## src/rtl/softmax_pkg.sv

```systemverilog
// Shared types for the softmax argmax collector: value format, FSM states, linear conversion.
package softmax_pkg;

  localparam int EXP_W  = 4;
  localparam int MANT_W = 3;
  localparam int LIN_W  = 19;

  typedef struct packed {
    logic [EXP_W-1:0]  exp;
    logic [MANT_W-1:0] mant;
  } sm_val_t;

  typedef enum logic [1:0] {
    ST_IDLE  = 2'd0,
    ST_ACCUM = 2'd1,
    ST_HOLD  = 2'd2
  } sm_state_t;

  // Hidden leading one above the mantissa, shifted by the exponent.
  function automatic logic [LIN_W-1:0] to_linear(input sm_val_t v);
    logic [LIN_W-1:0] w_base;
    w_base = {{(LIN_W-MANT_W-1){1'b0}}, 1'b1, v.mant};
    return w_base << v.exp;
  endfunction

endpackage

```

## src/rtl/sm_val_compare.sv

```systemverilog
// Strict greater-than of two (exp, mant) values plus linear conversion of the first operand.
module sm_val_compare
  import softmax_pkg::*;
(
  input  sm_val_t          i_a,
  input  sm_val_t          i_b,
  output logic             o_gt,
  output logic [LIN_W-1:0] o_a_lin
);

  // Field order {exp, mant} makes the packed compare exponent-first.
  assign o_gt    = (i_a > i_b);
  assign o_a_lin = to_linear(i_a);

endmodule

```

## src/rtl/softmax_argmax_collector.sv

```systemverilog
// Collects one frame of pseudo-softmax results: argmax, saturating linear sum, beat count.
// Optional out_conf majority flag is enabled by defining SOFTMAX_CONF_FLAG_EN.
//
// state    | meaning
// ST_IDLE  | waiting for the first beat of a frame
// ST_ACCUM | frame open, accumulating beats
// ST_HOLD  | record presented on out_*, waiting for out_ready
module softmax_argmax_collector
  import softmax_pkg::*;
#(
  parameter int MAX_CLASSES = 8,
  parameter int IDX_W       = 3,
  parameter int SUM_W       = 24
) (
  input  logic             clk,
  input  logic             rst,
  input  logic             in_valid,
  output logic             in_ready,
  input  logic [3:0]       in_exp,
  input  logic [2:0]       in_mant,
  input  logic             in_last,
  output logic             out_valid,
  input  logic             out_ready,
  output logic [IDX_W-1:0] out_idx,
  output logic [3:0]       out_exp,
  output logic [2:0]       out_mant,
  output logic [SUM_W-1:0] out_sum,
  output logic [IDX_W:0]   out_count,
  output logic             out_ovf
`ifdef SOFTMAX_CONF_FLAG_EN
  ,
  output logic             out_conf
`endif
);

  localparam int ACC_W = ((SUM_W > LIN_W) ? SUM_W : LIN_W) + 1;
  localparam int CNT_W = IDX_W + 1;
  localparam logic [ACC_W-1:0] SUM_MAX = {{(ACC_W-SUM_W){1'b0}}, {SUM_W{1'b1}}};
  localparam logic [CNT_W-1:0] CNT_MAX = CNT_W'(MAX_CLASSES);

  sm_state_t        r_state;
  sm_val_t          r_max;
  logic [IDX_W-1:0] r_idx;
  logic [SUM_W-1:0] r_sum;
  logic [CNT_W-1:0] r_count;
  logic             r_ovf;
  logic             r_in_ready;
  logic             r_out_valid;

  sm_val_t          w_beat;
  sm_val_t          w_max_next;
  logic             w_gt;
  logic [LIN_W-1:0] w_lin;
  logic             w_first;
  logic [ACC_W-1:0] w_sum_raw;
  logic             w_sat;
  logic [SUM_W-1:0] w_sum_next;
  logic [IDX_W-1:0] w_idx_next;
  logic [CNT_W-1:0] w_count_next;
  logic             w_full;
  logic             w_close;
  logic             w_ovf_next;
  logic             w_accept;

  assign w_beat = {in_exp, in_mant};

  sm_val_compare u_cmp (
    .i_a     (w_beat),
    .i_b     (r_max),
    .o_gt    (w_gt),
    .o_a_lin (w_lin)
  );

  // The first beat of a frame starts from zero regardless of stale registers.
  assign w_first      = (r_state == ST_IDLE);
  assign w_sum_raw    = (w_first ? '0 : ACC_W'(r_sum)) + ACC_W'(w_lin);
  assign w_sat        = (w_sum_raw > SUM_MAX);
  assign w_sum_next   = w_sat ? SUM_MAX[SUM_W-1:0] : w_sum_raw[SUM_W-1:0];
  assign w_max_next   = (w_first || w_gt) ? w_beat : r_max;
  assign w_idx_next   = w_first ? '0 : (w_gt ? r_count[IDX_W-1:0] : r_idx);
  assign w_count_next = w_first ? CNT_W'(1) : r_count + CNT_W'(1);
  assign w_full       = (w_count_next == CNT_MAX);
  assign w_close      = in_last || w_full;
  assign w_ovf_next   = (!w_first && r_ovf) || w_sat || (w_full && !in_last);
  assign w_accept     = in_valid && r_in_ready;

`ifdef SOFTMAX_CONF_FLAG_EN
  logic             r_conf;
  logic             w_conf_next;
  assign w_conf_next = ({1'b0, to_linear(w_max_next), 1'b0} > (LIN_W+2)'(w_sum_next));
  assign out_conf    = r_conf;
`endif

  always_ff @(posedge clk or posedge rst) begin
    if (rst) begin
      r_state     <= ST_IDLE;
      r_max       <= '0;
      r_idx       <= '0;
      r_sum       <= '0;
      r_count     <= '0;
      r_ovf       <= 1'b0;
      r_in_ready  <= 1'b1;
      r_out_valid <= 1'b0;
`ifdef SOFTMAX_CONF_FLAG_EN
      r_conf      <= 1'b0;
`endif
    end else begin
      case (r_state)
        ST_IDLE, ST_ACCUM: begin
          if (w_accept) begin
            r_max   <= w_max_next;
            r_idx   <= w_idx_next;
            r_sum   <= w_sum_next;
            r_count <= w_count_next;
            r_ovf   <= w_ovf_next;
`ifdef SOFTMAX_CONF_FLAG_EN
            r_conf  <= w_conf_next;
`endif
            if (w_close) begin
              r_state     <= ST_HOLD;
              r_in_ready  <= 1'b0;
              r_out_valid <= 1'b1;
            end else begin
              r_state <= ST_ACCUM;
            end
          end
        end
        ST_HOLD: begin
          if (out_ready) begin
            r_state     <= ST_IDLE;
            r_in_ready  <= 1'b1;
            r_out_valid <= 1'b0;
          end
        end
        default: begin
          r_state     <= ST_IDLE;
          r_in_ready  <= 1'b1;
          r_out_valid <= 1'b0;
        end
      endcase
    end
  end

  assign in_ready  = r_in_ready;
  assign out_valid = r_out_valid;
  assign out_idx   = r_idx;
  assign out_exp   = r_max.exp;
  assign out_mant  = r_max.mant;
  assign out_sum   = r_sum;
  assign out_count = r_count;
  assign out_ovf   = r_ovf;

endmodule

```

## config.mk

```make
export PLATFORM = sky130hd
export DESIGN_NAME = softmax_argmax_collector
export DESIGN_NICKNAME = d
export VERILOG_FILES = /design/src/rtl/softmax_pkg.sv /design/src/rtl/sm_val_compare.sv /design/src/rtl/softmax_argmax_collector.sv
export SDC_FILE = /design/constraint.sdc
export NUM_CORES = 1
export LEC_CHECK = 0
export CAP_MARGIN = 20
export CORE_MARGIN = 3
export CORE_UTILIZATION = 51
export CTS_BUF_LIST = sky130_fd_sc_hd__clkbuf_8
export DETAILED_ROUTE_END_ITERATION = 8
export PLACE_DENSITY = 0.79
export SLEW_MARGIN = 20
export SYNTH_ARGS = -nofsm -noshare
export SYNTH_HDL_FRONTEND = slang
export SYNTH_HIERARCHICAL = 1
export SYNTH_SLANG_ARGS = --single-unit
```

## constraint.sdc

```tcl
create_clock -name clk -period 2.8 [get_ports clk]
set_input_delay 0.28 -clock clk [delete_from_list [all_inputs] [get_ports clk]]
set_output_delay 0.28 -clock clk [all_outputs]
set_load 0.1 [all_outputs]
```

# --- Word-level counts from Yosys, hierarchy flattened ---
# Cells that the tools add are included.
classes:
  eq_ne: 6
  n_mux: 17
  n_shift: 1
  n_reduce_logical: 17
  addsub: 2
  magnitude_cmp: 2
ops:
  columns: ["cell", "n"]
  rows:
  - ["24-bit two-way mux", 2]
  - ["24-bit by 19-bit adder with 25-bit output", 1]
  - ["25-bit by 24-bit greater-than comparator with 1-bit output, second input constant", 1]
  - ["4-bit by 4-bit left shift with 19-bit output", 1]
  - ["3-bit AND reduction", 3]
  - ["7-bit greater-than comparator", 1]
  - ["1-bit two-way mux", 6]
  - ["2-bit two-way mux", 3]
  - ["3-bit two-way mux", 2]
  - ["2-bit != test, second input constant", 3]
  - ["4-bit by 1-bit adder with 4-bit output, second input constant", 1]
  - ["4-bit == test, second input constant", 1]
  - ["1-bit logical OR", 4]
  - ["4-bit two-way mux", 1]
  - ["1-bit one-hot mux with 2 select lines", 2]
  - ["2-bit one-hot mux with 2 select lines", 1]
  - ["2-bit AND reduction", 2]
  - ["1-bit logical AND", 3]
  - ["2-bit by 1-bit == test with 1-bit output, second input constant", 1]
  - ["2-bit == test, second input constant", 1]
  - ["1-bit zero test", 2]
  - ["2-bit zero test", 1]
  - ["2-bit nonzero test", 1]
  - ["2-bit OR reduction", 1]
word_totals:
  ff_bits: 43
  out_inout_bits: 41

# --- Depth between registers and ports, before layout ---
# Gate-level depths: netlist (run 1).
logic_depth:
  depth_word: 7
  depth_mapped: 15
  mapped_depth_nobuf: 12

# --- Modules after synthesis ---
# The synthesis (run 1) kept the hierarchy.
by_module_without_submodules:
  columns: ["mod", "seq_area_each_um2", "area_per_inst_um2", "n_inst", "cells_per_inst"]
  rows:
  - ["softmax_argmax_collector", 1077.3, 3080.5, 1, 358]
  - ["sm_val_compare", 0.0, 506.7, 1, 73]

# --- Worst setup path before layout (run 1) ---
# No wires, ideal clock.
synth_timing:
  path_kind: "register to register"
  start: "reg r_sum[0], in the netlist out_sum[0]"
  end: "reg r_sum[19], in the netlist out_sum[19]"
  setup_slack_ns: -0.336
  arrival_time_ns: 3.048
  path_buffers: 0
  setup_ns: 0.087
  synth_period_minus_slack_ns: 3.136
  stages_incl_launch_ff: 12
  path_cell_list: "dfrtp_1 -> and2_1 -> ha_1 -> inv_1 -> fa_1 -> nand2b_1 -> a21oi_1 -> o21ai_1 -> a2111oi_4 -> o21ai_2 -> and3_4 -> a211oi_2"
synth_between:
  elab_chain_len: 4
synth_lines:
  columns: ["element", "line_no", "rtl"]
  rows:
  - ["start: declaration", "softmax_argmax_collector.sv:44", "logic [SUM_W-1:0] r_sum;"]
  - ["start signal: assignment", "softmax_argmax_collector.sv:113", "r_sum <= w_sum_next;"]
  - ["24-bit two-way mux *", "softmax_argmax_collector.sv:76", "assign w_sum_raw = (w_first ? '0 : ACC_W'(r_sum)) + ACC_W'(w_lin);"]
  - ["24-bit by 19-bit adder with 25-bit output *", "softmax_argmax_collector.sv:76", null]
  - ["25-bit by 24-bit greater-than comparator with 1-bit output", "softmax_argmax_collector.sv:77", "assign w_sat = (w_sum_raw > SUM_MAX);"]
  - ["24-bit two-way mux *", "softmax_argmax_collector.sv:78", "assign w_sum_next = w_sat ? SUM_MAX[SUM_W-1:0] : w_sum_raw[SUM_W-1:0];"]
# Mark *: on every way between the ends. The rest lies on a longest branch, timed or not.
# A chain may end at the register's enable or synchronous reset.

# --- Final worst setup path (run 1) ---
layout_timing:
  start: "reg r_state[0]"
  end: "reg r_sum[19], in the netlist out_sum[19]"
layout_between:
  elab_chain_len: 5
  elab_cells_between_ends: 8
  classes_between: "add/sub: 1; order compare: 1; eq/ne: 1; mux: 2; reduce/logical: 3"
layout_lines:
  columns: ["element", "line_no", "rtl"]
  rows:
  - ["start: declaration", "softmax_argmax_collector.sv:41", "sm_state_t r_state;"]
  - ["start signal: assignment", "softmax_argmax_collector.sv:96", "r_state <= ST_IDLE;"]
  - ["start signal: assignment", "softmax_argmax_collector.sv:120", "r_state <= ST_HOLD;"]
  - ["start signal: assignment", "softmax_argmax_collector.sv:124", "r_state <= ST_ACCUM;"]
  - ["2-bit zero test", "softmax_argmax_collector.sv:75, softmax_argmax_collector.sv:108", null]
  - ["24-bit two-way mux", "softmax_argmax_collector.sv:76", null]
  - ["24-bit by 19-bit adder with 25-bit output", "softmax_argmax_collector.sv:76", null]
  - ["25-bit by 24-bit greater-than comparator with 1-bit output", "softmax_argmax_collector.sv:77", null]
  - ["24-bit two-way mux", "softmax_argmax_collector.sv:78", null]
# Several ways; a longest one is shown, not always the timed one.

==> impl_metrics.tcl, run 1 <==
set metrics [dict create \
    status "finished, violations left" \
    violations "setup timing" \
    fmax_mhz 347 \
    insertion_delay_ns 0.31 \
    layout-drive-gt1-share 0.486 \
    worst_pin_slew_ns 0.489 \
    worst_setup_path_end_kind "flip-flop" \
    final.setup.tns_ns -0.514 \
    fin_skew_ns 0.0101 \
    finalWorstSetupSlack_ns -0.0856 \
    hold_class "in2reg" \
    r2r_cells 12 \
    worstPathArrival_ns 3.12 \
    worstSetupPathDepth 12 \
    synth_edf_count 0 \
    grt_pass1_wl_mm 19.7 \
    dp_hpwl_mm 8.52 \
    wl_per_cell_um 20.6 \
    ant_nets 0 \
    fin_crit_sh 1.03 \
    vias 4279 \
    fp.dieW_um 89.9 \
    required_ns 3.04 \
    ctsHtreeMaxLevel 2 \
    async_flop_share 1.00 \
    post-synth-top-count-cell "nor2_1" \
    setup.worst_path.start "r_state[0]" \
    synth_warnings 6 \
    cts_root_buffer "clkbuf_8" \
    core_area_mm2 0.00657 \
    yosysUniqueCellTypes 69 \
    grt_antenna_before_repair 0 \
    fin_nets 640 \
    cpMaxStageDelayCell "dfrtp_1" \
    clk_path_buf_depth 2 \
    io_pins 53 \
    peakVddDrop_mv 0.751 \
    cts_made_buffers 5 \
    port-buffer-count 52 \
    r2r-start "r_state[0]" \
    cts_num_sinks 43 \
    critPathKind "reg2reg" \
    grt_pass1_vias 4064 \
    synth_commonest_cells "nor2_1 (44), dfrtp_1 (42), a21oi_1 (37), nand2_1 (36), ha_1 (27)" \
    slowest_delay_ns 0.45 \
    die_h_um 89.9 \
    grt_max_degree 24 \
    track_usage 0.294 \
    viasPerCell 6.17 \
    drc 0 \
    synth-main-ff-cell "dfrtp_1" \
    worst-path-buf-inv 1 \
    synth_area_mm2 0.00359 \
    rsz0062_at_grt "yes" \
    timing.final.max_slew_violations 0 \
    maxSlewHeadroom 0.674 \
    p_leak_nw 2.66 \
    drtIter0Drc 310 \
    yosys.area.top_type "dfrtp_1" \
    area_delta_synth_final_pct 57.6 \
    cp_max_fo 5 \
    gr-total-overflow 0 \
    hold_violations 0 \
    crit_family "compound AO/OA/AOI/OAI gates" \
    worstSetupEndpoint "out_sum[19]" \
    synth_cells 431 \
    syn_nets 471 \
    start_kind "flip-flop" \
    top_layer_used "met4" \
    setup_viol 15 \
    path_cells "or2_4 -> and2_4 -> ha_4 -> inv_2 -> fa_2 -> nand2b_4 -> a21oi_4 -> o21ai_4 -> a2111oi_4 -> o21ai_2 -> and3_4 -> a211oi_2" \
    wl_met1_mm 5.29 \
    wirelength_mm 14.3 \
    r2r_slack_ns -0.09 \
    avgSynthCellArea_um2 8.32 \
    max_cap_viol_count 0 \
    antennaDiodeCount 0 \
    num_rows 29 \
    path_clk_slew_ns 0.10 \
    initial_utilization 0.546 \
    cts_tree "done" \
    ys_seq_area_frac 0.300 \
    rr_endpoint "out_sum[19]" \
    period_minus_slack_ns 2.89 \
    ys_ff_latch 43 \
    drtPass1Iterations 7 \
    total_power_mw 5.93 \
    route.met2.wl_mm 6.90 \
    synth_area_leaders "dfrtp_1 (29%), ha_1 (9.4%), a21oi_1 (5.2%)" \
    die_area_mm2 0.00808 \
    finalWeightedCongestion 0.949 \
    netlist.area_leader.share 0.293 \
    cellPowerDensity_mw_per_mm2 1050 \
    dr_wl_met3_mm 1.28 \
]
cell type report:
type,count,area [µm²]
clock inverter,2,16.3
clock buffer,6,82.6
multi-input combinational,345,2860
inverter,24,90.1
fill,327,916
tap,93,116
timing repair buffer,181,1410
sequential,43,1080
cell families after synthesis:
family	synth area share
muxes	0.0450
and+or+nand+nor	0.210
buffers and inverters	0.0582
xor gates and xnor gates	0.0415
AOI/OAI and AO/OA	0.246
DFF	0.300
adders and majority gates	0.0998
worst min path at each step:
stage | start | end | slack [ns] | depth (start not counted)
3_3_place_gp | out_valid | out_valid | 0.47 | 1
4_1_cts | rst | out_idx[1] | 0.33 | 3
6_report | in_exp[3] | out_exp[3] | 0.32 | 2
2_1_floorplan | in_exp[2] | out_exp[2] | 0.43 | 1
3_5_place_dp | out_valid | out_valid | 0.48 | 1
5_1_grt | in_exp[3] | out_exp[3] | 0.32 | 2
sequential cells by signal, indices dropped and copies added (netlist names):
name and flops:
out_count 4, out_mant 3, out_sum 24, out_exp 4, out_ovf 1, out_valid 1
r_state 2, out_idx 3, in_ready 1
metrics by stage:
step | util | area, µm² | hold slack (ns) | std cells | worst slack (ns)
4_1_cts | 0.805 | 5290 | 0.329 | 674 | 0.00623
5_1_grt | 0.861 | 5650 | 0.317 | 694 | -0.204
6_report | 0.861 | 5650 | 0.319 | 694 | -0.0856
3_5_place_dp | 0.749 | 4920 | 0.478 | 657 | -0.697
2_1_floorplan | - | 3790 | 0.432 | 431 | -0.0258
3_3_place_gp | 0.749 | 4920 | 0.469 | 657 | -0.554
timing repair:
| item | 4_1_cts | 5_1_grt |
|---|---|---|
| pin swaps | 26 | 34 |
| cloned | 2 | 2 |
| setup endpoints to repair | 25 | 25 |
| gates resized for setup | 50 | 55 |
| hold buffers | 0 | 0 |
| buffers inserted | 7 | 19 |
metal layers:
layer	GRT usage	up-vias
li1	-	1872
met1	0.366	2055
met2	0.517	268
met3	0.0509	84
met4	0.0969	0
met5	0	-
power by group:
part / switching [mW] / internal (mW)
Clock: 0.251 / 0.202
Combinational: 3.05 / 1.33
Sequential: 0.226 / 0.875
cells in the final DEF, fill, tap and decap left out, drive strengths merged, types with 10 or more instances in the layout:
cell type,count
a21o,12
a21oi,38
a31oi,16
and2,19
buf,170
clkbuf,10
dfrtp,42
ha,27
inv,23
nand2,37
nand3,13
nor2,45
o21ai,28
Power figures use the tool's default switching activity.
==> run 2, diff against run 1 <==
--- a/config.mk
+++ b/config.mk
@@ -5,12 +5,12 @@
 export SDC_FILE = /design/constraint.sdc
 export NUM_CORES = 1
 export LEC_CHECK = 0
-export CAP_MARGIN = 20
+export CAP_MARGIN = 0
 export CORE_MARGIN = 3
-export CORE_UTILIZATION = 51
+export CORE_UTILIZATION = 55
 export CTS_BUF_LIST = sky130_fd_sc_hd__clkbuf_8
 export DETAILED_ROUTE_END_ITERATION = 8
-export PLACE_DENSITY = 0.79
+export PLACE_DENSITY = 0.81
 export SLEW_MARGIN = 20
 export SYNTH_ARGS = -nofsm -noshare
 export SYNTH_HDL_FRONTEND = slang
==> constraint.sdc (replaced) <==
create_clock -name clk -period 3.7 [get_ports clk]
set_input_delay 0.37 -clock clk [delete_from_list [all_inputs] [get_ports clk]]
set_output_delay 0.37 -clock clk [all_outputs]
set_load 0.1 [all_outputs]
==> impl_metrics.tcl, run 2 (synthesis gave the netlist of run 1 again) <==
set metrics [dict create \
    fin_skew_ns 0.0115 \
    die_h_um 86.8 \
    peakVddDrop_mv 0.857 \
    track_usage 0.274 \
    insertion_delay_ns 0.30 \
    cellPowerDensity_mw_per_mm2 890 \
    num_rows 28 \
    swShare 0.590 \
    regArea_mm2 0.00108 \
    fmax_mhz 300 \
    period_minus_slack_ns 3.34 \
    final_core_util 0.731 \
    die_area_mm2 0.00753 \
    finalWorstSetupSlack_ns 0.365 \
    worst_pin_slew_ns 0.986 \
    setup_viol 0 \
    fin_crit_sh 0.901 \
    cp_max_fo 8 \
    hold_class "reg2reg" \
    ctsHtreeMaxLevel 2 \
    p_clk_frac 0.095 \
    cts_tree "done" \
    cts_num_sinks 43 \
    io_pins 53 \
    fp.dieW_um 86.8 \
    antennaDiodeCount 0 \
    switchingPower_mw 2.35 \
    r2r-start "r_state[1]" \
    status "completed" \
    fillers 503 \
    viasPerCell 5.97 \
    gr-total-overflow 0 \
    vias 3470 \
    grt_max_degree 24 \
    ant_nets 0 \
    p_comb_frac 0.702 \
    timing.final.max_slew_violations 0 \
    max_cap_viol_count 0 \
    final_common_cell "clkdlybuf4s50_1" \
    path_clk_slew_ns 0.09 \
    grt_antenna_before_repair 0 \
    cts_root_buffer "clkbuf_8" \
    required_ns 3.87 \
    r2r_slack_ns 0.42 \
    design_area_mm2 0.00448 \
    area_delta_synth_final_pct 24.9 \
    cts_made_buffers 5 \
    worstPathArrival_ns 3.51 \
    place_area_mm2 0.00437 \
    start_kind "input pin" \
    hold_violations 0 \
    setup.worst_path.start "in_exp[2]" \
    drtPass1Iterations 5 \
    finalWeightedCongestion 0.973 \
    final_cell_mix "clkdlybuf4s50_1 (51), nor2_1 (43), dfrtp_1 (42)" \
    worstHoldStart "out_valid" \
    drc 0 \
    multi_input_area_mm2 0.00230 \
    grt_pass1_wl_mm 16.6 \
    dp_hpwl_mm 7.68 \
    wirelength_mm 9.87 \
    p_int_mw 1.63 \
    p_leak_nw 2.08 \
    core_area_mm2 0.00613 \
    final_cells 581 \
    fin_nets 545 \
    drtIter0Drc 274 \
    layout-drive-gt1-share 0.144 \
    dp.cells 573 \
    worst_setup_path_end_kind "flip-flop" \
    sequentialPowerShare 0.203 \
    port-buffer-count 52 \
    wl_per_cell_um 17.0 \
    clk_path_buf_depth 2 \
    grt_pass1_vias 3482 \
    critPathKind "in2reg" \
    maxSlewHeadroom 0.341 \
    initial_utilization 0.585 \
    rsz0062_at_grt "no" \
    pre_cts_ws_ns -0.0175 \
    largest_reg_flops 24 \
]
==> run 2: changes by cell type in the layout (fill, tap and decap cells not counted), moves of 6 or more <==
cell / previous run / this run
a21oi_1: 23 / 37
a21oi_2: 12 / 1
buf_4: 159 / 35
buf_6: 9 / 0
clkdlybuf4s50_1: 4 / 51
ha_1: 16 / 27
ha_4: 11 / 0
nand2_1: 30 / 36
o21ai_0: 16 / 23
==> run 2: final cells by class <==
cell class              instances  share of cell area
well taps                      75              0.0209
inverters                      24              0.0201
clock inverters                 3             0.00922
repair buffers                 88               0.180
clock buffers                   5              0.0154
flip-flops and latches         43               0.240
multi-input cells             343               0.514
==> run 2: layer usage <==
| layer | GRT usage | routed length (µm) | vias up |
|---|---|---|---|
| met4 | 0.0765 | 148 | 0 |
| met2 | 0.439 | 4640 | 125 |
| met3 | 0.0447 | 605 | 19 |
| met1 | 0.384 | 4480 | 1645 |
| li1 | - | - | 1681 |
| met5 | 0 | 0 | - |
==> run 2: metrics by stage <==
stage | hold WS (ns) | power, mW | TNS [ns]
2_1_floorplan | 0.508 | 2.92 | 0
3_3_place_gp | 0.469 | 3.56 | 0
3_5_place_dp | 0.481 | 3.61 | -0.0594
4_1_cts | 0.506 | 4.00 | 0
5_1_grt | 0.518 | 4.19 | 0
6_report | 0.499 | 3.99 | 0
==> run 2: what timing repair did <==
action | 4_1_cts | 5_1_grt
hold buffers | 0 | 0
gates resized for setup | 0 | 1
buffers inserted | 0 | 0
setup endpoints to repair | 0 | 2
==> run 2: power groups by stage <==
stage / Clock (mW) / Combinational [mW] / Sequential [mW]
final: 0.379 / 2.80 / 0.807
after global routing: 0.396 / 2.95 / 0.838
after CTS: 0.386 / 2.80 / 0.810
after detailed placement: 0 / 2.79 / 0.819
after global placement: 0 / 2.76 / 0.807
after floorplan: 0 / 0.825 / 2.09
==> run 2: worst paths after layout <==
check	to	depth (start not counted)
min	out_valid	1
max	out_sum[16]	14
max reg2reg	out_sum[19]	12
min reg2reg	out_valid	1
max in group asynchronous	out_mant[2]	3
min in group asynchronous	out_exp[3]	2
==> run 2: critical path: stages <==
cell	delay, ns
clkdlybuf4s50_1	0.64
buf_4	0.19
nor2b_1	0.18
nand2_1	0.09
a21boi_0	0.35
ha_1	0.33
buf_4	0.17
nand2_1	0.10
o21ai_1	0.13
a21o_1	0.22
and2_4	0.18
a211oi_4	0.28
buf_4	0.20
a21oi_1	0.07
